### src/rtl/srff_pkg.sv
// Shared mode encoding for the srff_bank register bank and its per-bit cell.
package srff_pkg;

  typedef logic [1:0] mode_t;

  localparam mode_t MODE_SR = 2'b00;
  localparam mode_t MODE_JK = 2'b01;
  localparam mode_t MODE_D  = 2'b10;
  localparam mode_t MODE_T  = 2'b11;

endpackage

### src/rtl/srff_cell.sv
// Single-bit next-state and forbidden-input detect for the SR/JK/D/T bank.
module srff_cell
  import srff_pkg::*;
(
  input  logic  q,
  input  logic  s,
  input  logic  r,
  input  mode_t mode,
  output logic  q_next,
  output logic  illegal
);

  always_comb begin
    q_next  = q;
    illegal = 1'b0;
    unique case (mode)
      MODE_SR: begin
        // S=R=1 holds the bit and reports the forbidden combination
        if (s && r)  illegal = 1'b1;
        else if (s)  q_next  = 1'b1;
        else if (r)  q_next  = 1'b0;
      end
      MODE_JK: begin
        if (s && r)  q_next = ~q;
        else if (s)  q_next = 1'b1;
        else if (r)  q_next = 1'b0;
      end
      MODE_D:  q_next = s;
      MODE_T:  q_next = q ^ s;
      default: q_next = q;
    endcase
  end

endmodule

### src/rtl/srff_bank.sv
// WIDTH-bit SR/JK/D/T flip-flop bank with sticky illegal-input flags.
// Define SRFF_BANK_ERR_COUNT_EN to add the saturating err_cnt output.
module srff_bank
  import srff_pkg::*;
#(
  parameter int                 WIDTH      = 8,
  parameter logic [WIDTH-1:0]   PRESET_VAL = {WIDTH{1'b1}}
`ifdef SRFF_BANK_ERR_COUNT_EN
  ,
  parameter int                 CNT_W      = 8
`endif
) (
  input  logic             clk,
  input  logic             clear,
  input  logic             preset,
  input  logic             en,
  input  mode_t            mode,
  input  logic [WIDTH-1:0] s,
  input  logic [WIDTH-1:0] r,
  input  logic             flag_clr,
  output logic [WIDTH-1:0] q,
  output logic [WIDTH-1:0] qbar,
  output logic [WIDTH-1:0] illegal_flag,
`ifdef SRFF_BANK_ERR_COUNT_EN
  output logic [CNT_W-1:0] err_cnt,
`endif
  output logic             illegal_any
);

  logic [WIDTH-1:0] q_q, q_d;
  logic [WIDTH-1:0] flag_q, flag_d;
  logic [WIDTH-1:0] cell_next, cell_ill;
  logic [WIDTH-1:0] ill_evt;
  logic             evt_any;

  for (genvar i = 0; i < WIDTH; i++) begin : g_cell
    srff_cell u_cell (
      .q      (q_q[i]),
      .s      (s[i]),
      .r      (r[i]),
      .mode   (mode),
      .q_next (cell_next[i]),
      .illegal(cell_ill[i])
    );
  end

  // Illegal events only count on edges that would actually update q
  assign ill_evt = (en && preset) ? cell_ill : '0;
  assign evt_any = |ill_evt;

  always_comb begin
    q_d    = q_q;
    flag_d = flag_clr ? '0 : flag_q;
    if (!preset)   q_d = PRESET_VAL;
    else if (en)   q_d = cell_next;
    flag_d = flag_d | ill_evt;
  end

  always_ff @(posedge clk) begin
    if (!clear) begin
      q_q    <= '0;
      flag_q <= '0;
    end else begin
      q_q    <= q_d;
      flag_q <= flag_d;
    end
  end

`ifdef SRFF_BANK_ERR_COUNT_EN
  logic [CNT_W-1:0] cnt_q, cnt_d;

  // One count per edge with any event; saturates instead of wrapping
  always_comb begin
    cnt_d = cnt_q;
    if (flag_clr)                      cnt_d = evt_any ? CNT_W'(1) : '0;
    else if (evt_any && (cnt_q != '1)) cnt_d = cnt_q + CNT_W'(1);
  end

  always_ff @(posedge clk) begin
    if (!clear) cnt_q <= '0;
    else        cnt_q <= cnt_d;
  end

  assign err_cnt = cnt_q;
`else
  logic unused_evt;
  assign unused_evt = evt_any;
`endif

  assign q            = q_q;
  assign qbar         = ~q_q;
  assign illegal_flag = flag_q;
  assign illegal_any  = |flag_q;

endmodule

### config.mk
export PLATFORM = sky130hd
export DESIGN_NAME = srff_bank
export DESIGN_NICKNAME = d
export VERILOG_FILES = /design/src/rtl/srff_pkg.sv /design/src/rtl/srff_cell.sv /design/src/rtl/srff_bank.sv
export SDC_FILE = /design/constraint.sdc
export NUM_CORES = 1
export LEC_CHECK = 0
export BUFFER_PORTS_ARGS = -buffer_cell sky130_fd_sc_hd__buf_4
export CAP_MARGIN = 40
export CORE_UTILIZATION = 42
export DETAILED_ROUTE_END_ITERATION = 7
export GPL_TIMING_DRIVEN = 0
export HOLD_SLACK_MARGIN = 0.05
export PLACE_DENSITY = 0.75
export SLEW_MARGIN = 20
export SYNTH_ARGS = -nofsm -noshare
export SYNTH_HDL_FRONTEND = slang
export SYNTH_HIERARCHICAL = 1
export SYNTH_SLANG_ARGS = --single-unit
### constraint.sdc
create_clock -name clk -period 1.2 [get_ports clk]
set_clock_uncertainty 0.1 [all_clocks]
set_input_delay 0.06 -clock clk [delete_from_list [all_inputs] [get_ports clk]]
set_output_delay 0.06 -clock clk [all_outputs]
set_load 0.01 [all_outputs]
==> run summary, run 1 <==
Run status: complete, but fails checks
Failing checks: setup timing
CP Data Arrival Time: 1.11 ns
RSZ-0062 raised after global routing: yes
Detail Route Antenna Nets: 0
Post-Syn Nets: 166
Clock Path Buffers: 2
Pins over their slew limit: 0
Reg2reg start: q[4]
Crit Path Max Fanout: 3
Internal Pwr Total: 973 µW
DR DRC count: 0
Largest net degree at the start of global routing: 33
Site Rows: 18
Initial antenna violation count: 0
Sink Count: 16
Placer Congestion: 0.777
Number of global-route vias before repair: 1,176
Hold depth: 5
Logic gate share of total power: 0.381
Hold Startpoint: s[4]
Most frequent cells in the layout: buf_4, nand2_1, mux2i_1
Static Leakage: 0.000850 µW
CTS buffer count: 3
Final min period: 1.27 ns
Crit. End Element: output port
Post-DP HPWL: 2.01 mm
Final Setup Violations: 2
Initial Utilization: 0.448
Die ar.: 2860 µm²
Hold slack: 0.0670 ns
Synth cell types: 18
WL final: 3.19 mm
Crit path buffers/inverters: 1
Peak VDD IR: 0.000554 V
Slowest CP cell: dfxtp_1
Setup crit start kind: flop
Iteration count of the initial detailed-routing pass: 4
Register bit count reported by yosys: 16
Synth Instances: 143
Placed cell area: 1500 µm²
First-pass GRT wire length: 4.80 mm
WP data required: 1.04 ns
Worst flop-to-flop path endpoint: q[4]
Total gr overflow: 0
Detailed-route via count: 1,294
Post-route cell area: 1840 µm²
Synth warnings: 6
Final period utilization: 1.06
Nets: 239
Worst min path class: input port to flop
Clock transition at the registers of the reported paths: 0.09 ns
Worst path cell trace: nor4_2, nand2_1, buf_6
Fin worst setup slack: -0.0725 ns
Overall Power: 1410 µW
H-tree level count: 1
Maxcap violations: 0
Largest stage delay on the critical path: 0.34 ns
# diodes: 0
Synth Area per Inst: 7.77 µm²
Die Span Y: 53.4 µm
Mapped Area: 1110 µm²
Clk root buf: clkbuf_4
Hold EP: illegal_flag[4]
Max-slew headroom: 0.778
P_sw: 439 µW
Seq/Total Area, Yosys: 0.288
Global Route Usage Sum: 0.229
Final Hold Fails: 0
WS Path Type: flop to output port
Power Density: 768 nW/µm²
Initial drt markers: 18
Sw frac: 0.311
TNS Setup: -0.0782 ns
Share of cells above drive strength 1: 0.425
Vias per std cell: 5.30
Most common cell after layout, fill and taps aside: buf_4
CTS tree: built
Clk pwr share: 0.195
Area grow syn2layout: 65.4%
Pre-CTS setup slack: -0.0647 ns
Placeable Area: 2480 µm²
DR WL/cell: 13.1 µm
IO Pins: 48
Worst Tran Pin Value: 0.333 ns
Maximum clock frequency: 786 MHz
Clock latency on the worst-skew pair: 0.28 ns
Delay-heaviest family, CP: simple AND/OR/NAND/NOR gates
Cells on worst reg2reg path: 5
Reg2reg setup slack: -0.01 ns
Die Wd: 53.4 µm
I/O Buffers: 46
Power share of the sequential group: 0.424
[metal layers]
layer,global-route usage,wire length (µm),up-vias
met5,0,0,-
met4,0.0570,0,0
met3,0.0287,128,0
met2,0.448,1720,38
met1,0.251,1340,602
li1,-,-,654
[metrics by stage]
stage / util / instances
6_report: 0.742 / 244
5_1_grt: 0.742 / 244
4_1_cts: 0.706 / 243
3_5_place_dp: 0.607 / 219
3_3_place_gp: 0.607 / 219
2_1_floorplan: - / 143
[registers in the layout, summed over array words and instances, names as in the netlist]
| signal | cells |
|---|---|
| illegal_flag | 8 |
| q | 8 |
[cells by family (layout without fill, tap and decap cells)]
group	after synthesis	in the layout	share of synthesized area
compound gates	40	40	0.261
simple gates	59	59	0.240
mux	16	16	0.144
buf+inv	12	83	0.0664
flops	16	16	0.288
[Yosys cell counts]
master    instances  area share
buf_2             1      0.0045
dfxtp_1          16        0.29
a21boi_0         12       0.081
nand3_1           8       0.036
buf_4             1      0.0068
a211oi_1          8       0.054
nor3_1            8       0.036
mux2i_1          16        0.14
nand2_1          17       0.057
buf_6             1       0.010
inv_1             8       0.027
buf_12            1       0.018
a211o_1           8       0.063
a21boi_1          4       0.027
nor4_1            2       0.011
nand2b_1          8       0.045
nor2_1           16       0.054
o21ai_0           8       0.036
[worst max path at each step]
stage	startpoint	endpoint	slack (ns)	cells after the start
CTS	illegal_flag[7]	illegal_any	-0.08	3
finish	illegal_flag[3]	illegal_any	-0.07	3
detailed placement	mode[1]	q[6]	-0.06	6
global route	illegal_flag[3]	illegal_any	-0.16	3
floorplan	q[0]	q[0]	0.04	5
global placement	mode[0]	q[0]	0.007	5
[power groups by stage]
stage               clock network [µW]  logic [µW]  registers, µW
floorplan                            0         194            621
global placement                     0         397            612
detailed placement                   0         410            616
CTS                                282         500            587
global route                       303         584            603
finish                             275         538            599
[final cells by class]
type,count,area [µm²]
flip-flops and latches,16,353
inverters,8,30.0
well taps,30,37.5
multi-input cells,115,800
fillers,203,639
repair buffers,68,552
clock buffers,3,22.5
plain buffers,4,43.8
[tightest hold or removal path, cell delays in order]
cell and delay, ns:
buf_4 0.13, nand2_1 0.06, nor3_1 0.04, nand3_1 0.07
a21boi_1 0.05
[timing repair]
action,in CTS,in global routing
hold buffers,9,0
resized for setup,19,23
setup buffers,12,1
setup endpoints to repair,9,8
pin swaps,13,19
endpoints found under the hold margin,13,0
Note: power is estimated with default switching activity, not from simulation.
==> inputs of run 2 (changes only) <==
--- a/config.mk
+++ b/config.mk
@@ -7,11 +7,11 @@
 export LEC_CHECK = 0
 export BUFFER_PORTS_ARGS = -buffer_cell sky130_fd_sc_hd__buf_4
 export CAP_MARGIN = 40
-export CORE_UTILIZATION = 42
+export CORE_UTILIZATION = 50
 export DETAILED_ROUTE_END_ITERATION = 7
 export GPL_TIMING_DRIVEN = 0
 export HOLD_SLACK_MARGIN = 0.05
-export PLACE_DENSITY = 0.75
+export PLACE_DENSITY = 0.83
 export SLEW_MARGIN = 20
 export SYNTH_ARGS = -nofsm -noshare
 export SYNTH_HDL_FRONTEND = slang
==> constraint.sdc (replaced) <==
create_clock -name clk -period 1.5 [get_ports clk]
set_clock_uncertainty 0.1 [all_clocks]
set_input_delay 0.075 -clock clk [delete_from_list [all_inputs] [get_ports clk]]
set_output_delay 0.075 -clock clk [all_outputs]
set_load 0.01 [all_outputs]
==> run 2 against run 1 <==
- critical endpoint is now q[2]
- final area fell by 14%
- clock power up 5%
- worst hold slack got worse by 0.012 ns
- the run now ends clean
- sequential power fell by 20%
==> run summary, run 2 (same netlist as run 1, synthesis figures left out) <==
Clk root buf: clkbuf_4
Share of cells above drive strength 1: 0.273 (-0.153)
Final period utilization: 0.882
CTS buffer count: 3 (unchanged)
Maximum clock frequency: 756 MHz
Fillers: 157 (-23%)
Iteration count of the initial detailed-routing pass: 4 (unchanged)
Reg area: 320 µm² (-9.2%)
Max-slew headroom: 0.797 (+0.0188)
Die Wd: 49.1 µm (-8.0%)
Hold EP: illegal_flag[3]
Vias per std cell: 5.41 (+2.0%)
Final Setup Violations: 0 (-2)
Static Leakage: 0.000753 µW (-11%)
Crit. End Element: flop
RSZ-0062 raised after global routing: no
Initial drt markers: 25 (+7)
Run status: complete, no violations
Nets: 222 (-7.1%)
IO Pins: 48 (unchanged)
Setup crit start kind: flop
Area grow syn2layout: 41.9%
Maxcap violations: 0 (unchanged)
Final min period: 1.32 ns
Hold slack: 0.0546 ns (-0.0124 ns)
H-tree level count: 1 (unchanged)
Pins over their slew limit: 0 (unchanged)
Total gr overflow: 0 (unchanged)
DR WL/cell: 12.6 µm (-3.4%)
Fin worst setup slack: 0.177 ns (+0.250 ns)
Die ar.: 2410 µm² (-15%)
Die Span Y: 49.1 µm (-8.0%)
Final Hold Fails: 0 (unchanged)
DR DRC count: 0 (unchanged)
Placeable Area: 2020 µm² (-18%)
WL final: 2.84 mm (-11%)
Initial Utilization: 0.550 (+0.101)
Cells on worst reg2reg path: 4 (-1)
Multi-input gate area: 717 µm² (-10%)
Most frequent cells in the layout: buf_4, nand2_1, mux2i_1, nor2_1, dfxtp_1
Crit Path Max Fanout: 7 (+4)
Hold Startpoint: r[3]
Detail Route Antenna Nets: 0 (unchanged)
Initial antenna violation count: 0 (unchanged)
Placer Congestion: 0.760 (-2.2%)
WS Path Type: flop to flop
Worst min path class: input port to flop
# diodes: 0 (unchanged)
Clock Path Buffers: 2 (unchanged)
Peak VDD IR: 0.000659 V (+19%)
Most common cell after layout, fill and taps aside: buf_4
TNS Setup: 0 ns (+0.0782 ns)
Hold depth: 5 (unchanged)
WP data required: 1.58 ns (+0.54 ns)
CP Data Arrival Time: 1.40 ns (+0.29 ns)
Sink Count: 16 (unchanged)
Reg2reg setup slack: 0.18 ns (+0.19 ns)
Largest net degree at the start of global routing: 33 (unchanged)
Pre-CTS setup slack: 0.155 ns (+0.219 ns)
Post-CTS Setup Bufs: 0 (-12)
CTS tree: built
First-pass GRT wire length: 4.82 mm (+0.44%)
Site Rows: 16 (-2)
Slowest CP cell: dfxtp_1
Global Route Usage Sum: 0.257 (+0.0279)
Worst path cell trace: a211oi_1, a211o_1, mux2i_1, a21boi_0
Worst Tran Pin Value: 0.305 ns (-0.0283 ns)
Post-DP HPWL: 1.96 mm (-2.6%)
Largest stage delay on the critical path: 0.45 ns (+0.11 ns)
Detailed-route via count: 1,217 (-6.0%)
Reg2reg start: q[2]
I/O Buffers: 46 (unchanged)
Clock transition at the registers of the reported paths: 0.10 ns (about the same)
Clock latency on the worst-skew pair: 0.29 ns (about the same)
Worst flop-to-flop path endpoint: q[2]
Number of global-route vias before repair: 1,119 (-4.8%)
Power Density: 702 nW/µm² (-8.7%)
## run 2: cell types whose count changed in the layout (fill, tap and decap cells not counted), sizes merged
| cell | previous run | this run |
|---|---|---|
| buf | 63 | 50 |
| dlygate4sd3 | 9 | 5 |
| clkbuf | 3 | 4 |
## run 2: worst max-delay path: cells and delay by family (launching register included)
kind               cells  cell delay, ns
AOI/OAI and AO/OA      3            0.51
DFF                    1            0.45
muxes                  1            0.16
## run 2: cell type report
type	count	area share
inverters	8	0.0190
multi-input cells	115	0.455
well taps	27	0.0214
clock buffers	4	0.0230
flip-flops and latches	16	0.203
plain buffers	4	0.0278
repair buffers	51	0.251
## run 2: worst max-delay path by stage
stage                 endpoint  depth (start not counted)     start
2_1_floorplan             q[0]                          4      q[0]
3_3_place_gp              q[0]                          5      q[0]
3_5_place_dp              q[2]                          4      q[2]
4_1_cts        illegal_flag[6]                          5  flag_clr
5_1_grt                   q[1]                          5      q[1]
6_report                  q[2]                          4      q[2]
## run 2: what timing repair did
action                     in CTS  in global routing
gates resized for setup         0                  1
setup endpoints to repair       0                  1
hold endpoints to repair       12                  0
hold buffers                    6                  0
## run 2: report_power, final
group / leakage [µW] / total, µW / switching [µW] / internal (µW)
clock network: 0.0000210 / 289 / 141 / 148
logic: 0.000600 / 339 / 156 / 184
registers: 0.000132 / 478 / 32.8 / 445
total: 0.000753 / 1110 / 329 / 777
## run 2: per-layer routing
layer	share of wire	track usage	vias to the layer above	wire (µm)
met3	0.042	0.0467	5	118
met2	0.50	0.473	41	1410
li1	-	-	622	-
met5	0	0	-	0
met4	0.013	0.0784	0	36
met1	0.45	0.295	549	1280
## run 2: stage by stage
step | total power [µW] | std cells | util | area, µm²
final | 1110 | 225 | 0.780 | 1580
after CTS | 1110 | 226 | 0.785 | 1590
after global placement | 800 | 216 | 0.737 | 1490
after floorplan | 648 | 143 | - | 1110
after global routing | 1170 | 225 | 0.780 | 1580
after detailed placement | 816 | 216 | 0.737 | 1490
==> inputs of run 3 (changes only) <==
--- a/config.mk
+++ b/config.mk
@@ -5,13 +5,14 @@
 export SDC_FILE = /design/constraint.sdc
 export NUM_CORES = 1
 export LEC_CHECK = 0
+export ABC_AREA = 1
 export BUFFER_PORTS_ARGS = -buffer_cell sky130_fd_sc_hd__buf_4
 export CAP_MARGIN = 40
-export CORE_UTILIZATION = 50
+export CORE_UTILIZATION = 53
 export DETAILED_ROUTE_END_ITERATION = 7
 export GPL_TIMING_DRIVEN = 0
 export HOLD_SLACK_MARGIN = 0.05
-export PLACE_DENSITY = 0.83
+export PLACE_DENSITY = 0.84
 export SLEW_MARGIN = 20
 export SYNTH_ARGS = -nofsm -noshare
 export SYNTH_HDL_FRONTEND = slang
==> run 3 against run 2 <==
- sequential power up 0.8%
- global-route usage up 1.5 points
- clock power is 3% lower
- power up 4.1%
- highest routed layer unchanged
==> run summary, run 3 <==
Site Rows: 17 (+1)
Maxcap violations: 0 (unchanged)
Synth cell types: 13 (-5)
Post-synth top cells: nand2_1, nand3_1, nor2_1
CTS tree: built
Area grow syn2layout: 32.7%
Post-DP HPWL: 2.29 mm (+17%)
EDFF count, synth: 0 (unchanged)
Setup crit start kind: flop
Run status: complete, no violations
Slowest CP cell: dfxtp_1
Synth Area in Simple Gates: 0.547 (+0.307)
Placed cell area: 1720 µm² (+15%)
Compound-gate portion of the synthesized area: 0.0593 (-0.202)
Nets: 332 (+50%)
Max-slew headroom: 0.780 (-0.0169)
Async S/R FF share, synth: 0 (unchanged)
WS Path Type: flop to output port
WL final: 3.32 mm (+17%)
Synth Instances: 256 (+79%)
Adder-Cell Fraction of Synth Area: 0 (unchanged)
Share of the synthesized area in the top cell type: 0.247 (-0.0408)
Sink Count: 16 (unchanged)
DR WL/cell: 9.88 µm (-22%)
Number of global-route vias before repair: 1,413 (+26%)
Synth Area per Inst: 5.27 µm² (-32%)
Final Setup Violations: 0 (unchanged)
Power Density: 643 nW/µm² (-8.4%)
Most frequent cells in the layout: nand2_1, buf_4, nand3_1
Synth warnings: 6 (unchanged)
Clock transition at the registers of the reported paths: 0.09 ns (about the same)
Register bit count reported by yosys: 16 (unchanged)
Area leader, netlist: nand2_1
Detailed-route via count: 1,626 (+34%)
Most frequent cell after synthesis: nand2_1
Seq/Total Area, Yosys: 0.237 (-0.0510)
Fillers: 195 (+24%)
Largest net degree at the start of global routing: 33 (unchanged)
CTS buffer count: 3 (unchanged)
Placer Congestion: 0.766 (+0.87%)
Worst Tran Pin Value: 0.330 ns (+0.0253 ns)
Die Span Y: 52.5 µm (+6.8%)
Post-synthesis mux area share: 0 (-0.144)
Cells on worst reg2reg path: 10 (+6)
Vias per std cell: 4.84 (-11%)
Post-CTS Setup Bufs: 0 (unchanged)
IO Pins: 48 (unchanged)
Largest cells by area after synthesis: nand2_1, dfxtp_1, nand3_1
Largest family of logic cells by synthesized area: simple AND/OR/NAND/NOR gates
Most used DFF post-synth: dfxtp_1
Peak VDD IR: 0.000451 V (-32%)
Reg2reg setup slack: 0.29 ns (+0.11 ns)
# diodes: 0 (unchanged)
Hold depth: 5 (unchanged)
Clock latency on the worst-skew pair: 0.28 ns (about the same)
Worst min path class: input port to flop
Placeable Area: 2300 µm² (+14%)
DR DRC count: 0 (unchanged)
Worst flop-to-flop path endpoint: q[1]
Worst path cell trace: nor2_1, and2_0, nand2_1, buf_4
Die Wd: 52.5 µm (+6.8%)
Detail Route Antenna Nets: 0 (unchanged)
Post-Syn Nets: 279 (+68%)
H-tree level count: 1 (unchanged)
First-pass GRT wire length: 5.67 mm (+18%)
I/O Buffers: 44 (-4.3%)
Maximum clock frequency: 818 MHz (+8.2%)
Mapped Area: 1350 µm² (+22%)
Crit. End Element: output port
Crit. Startpoint: illegal_flag[2]
Final Hold Fails: 0 (unchanged)
Initial drt markers: 23 (-8.0%)
Initial Utilization: 0.588 (+0.0382)
Crit Path Max Fanout: 3 (-4)
CP Data Arrival Time: 1.05 ns (-0.35 ns)
TNS Setup: 0 ns (unchanged)
Clk root buf: clkbuf_4
Post-Synth XOR/XNOR Area: 0 (unchanged)
CP endpoint: illegal_any
Final period utilization: 0.815 (-0.0665)
Post-route cell area: 1790 µm² (+14%)
Iteration count of the initial detailed-routing pass: 4 (unchanged)
Static Leakage: 0.00102 µW (+36%)
RSZ-0062 raised after global routing: no
Share of cells above drive strength 1: 0.227 (-0.0455)
Global Route Usage Sum: 0.271 (+0.0147)
Die ar.: 2750 µm² (+14%)
Pins over their slew limit: 0 (unchanged)
Most common cell after layout, fill and taps aside: nand2_1
Initial antenna violation count: 0 (unchanged)
Reg2reg start: q[1]
Clock Path Buffers: 2 (unchanged)
Final min period: 1.22 ns (-0.0998 ns)
WP data required: 1.32 ns (-0.26 ns)
Total gr overflow: 0 (unchanged)
Largest stage delay on the critical path: 0.38 ns (-0.07 ns)
==> run 3: stage by stage <==
| stage | hold WS [ns] | worst slack (ns) | utilization | total power [µW] | cells |
|---|---|---|---|---|---|
| after global placement | 0.291 | 0.337 | 0.747 | 864 | 328 |
| after detailed placement | 0.293 | 0.318 | 0.747 | 871 | 328 |
| final | 0.0546 | 0.277 | 0.780 | 1150 | 336 |
| after CTS | 0.0521 | 0.273 | 0.780 | 1160 | 336 |
| after floorplan | 0.213 | 0.374 | - | 710 | 256 |
| after global routing | 0.0742 | 0.0968 | 0.780 | 1240 | 336 |
==> run 3: critical path: cells and delay by family, from the launching register on <==
kind | cells | cell delay [ns]
buffers and inverters | 1 | 0.12
flip-flops | 1 | 0.38
AND/OR/NAND/NOR | 3 | 0.26
==> run 3: power by group <==
group          leakage (µW)  internal, µW  switching (µW)
Combinational      0.000868           177             214
Sequential         0.000132           445            36.5
Clock             0.0000210           148             132
Total               0.00102           770             382
==> run 3: cell type report <==
| class | instances | area [µm²] | share of cell area |
|---|---|---|---|
| Buffer | 5 | 50.0 | 0.0279 |
| Multi-Input combinational cell | 192 | 818 | 0.457 |
| Inverter | 43 | 161 | 0.0901 |
| Clock buffer | 4 | 36.3 | 0.0203 |
| Timing Repair Buffer | 48 | 370 | 0.207 |
| Tap cell | 28 | 35.0 | 0.0196 |
| Sequential cell | 16 | 320 | 0.179 |
==> run 3: worst min path at each step <==
stage	startpoint	end	slack, ns
after floorplan	r[0]	illegal_flag[0]	0.21
after global placement	en	q[6]	0.29
after detailed placement	en	q[0]	0.29
after CTS	r[6]	illegal_flag[6]	0.05
after global routing	r[6]	illegal_flag[6]	0.07
final	r[6]	illegal_flag[6]	0.05
==> run 3: timing repair <==
| action | 4_1_cts | 5_1_grt |
|---|---|---|
| gates resized for setup | 0 | 0 |
| endpoints found under the setup margin | 0 | 0 |
| hold buffers | 4 | 0 |
| hold endpoints to repair | 14 | 0 |
==> run 3: kinds of logic after synthesis <==
logic type,Yosys count
simple gates,176
buf+inv,48
flops,16
compound gates,16
==> run 3: layer usage <==
layer,vias to the layer above,global-route usage,wire length [µm],share of wire
met3,4,0.0261,147,0.044
met5,-,0,0,0
met2,46,0.492,1600,0.48
li1,888,-,-,-
met4,0,0.0833,31,0.0093
met1,688,0.332,1550,0.47
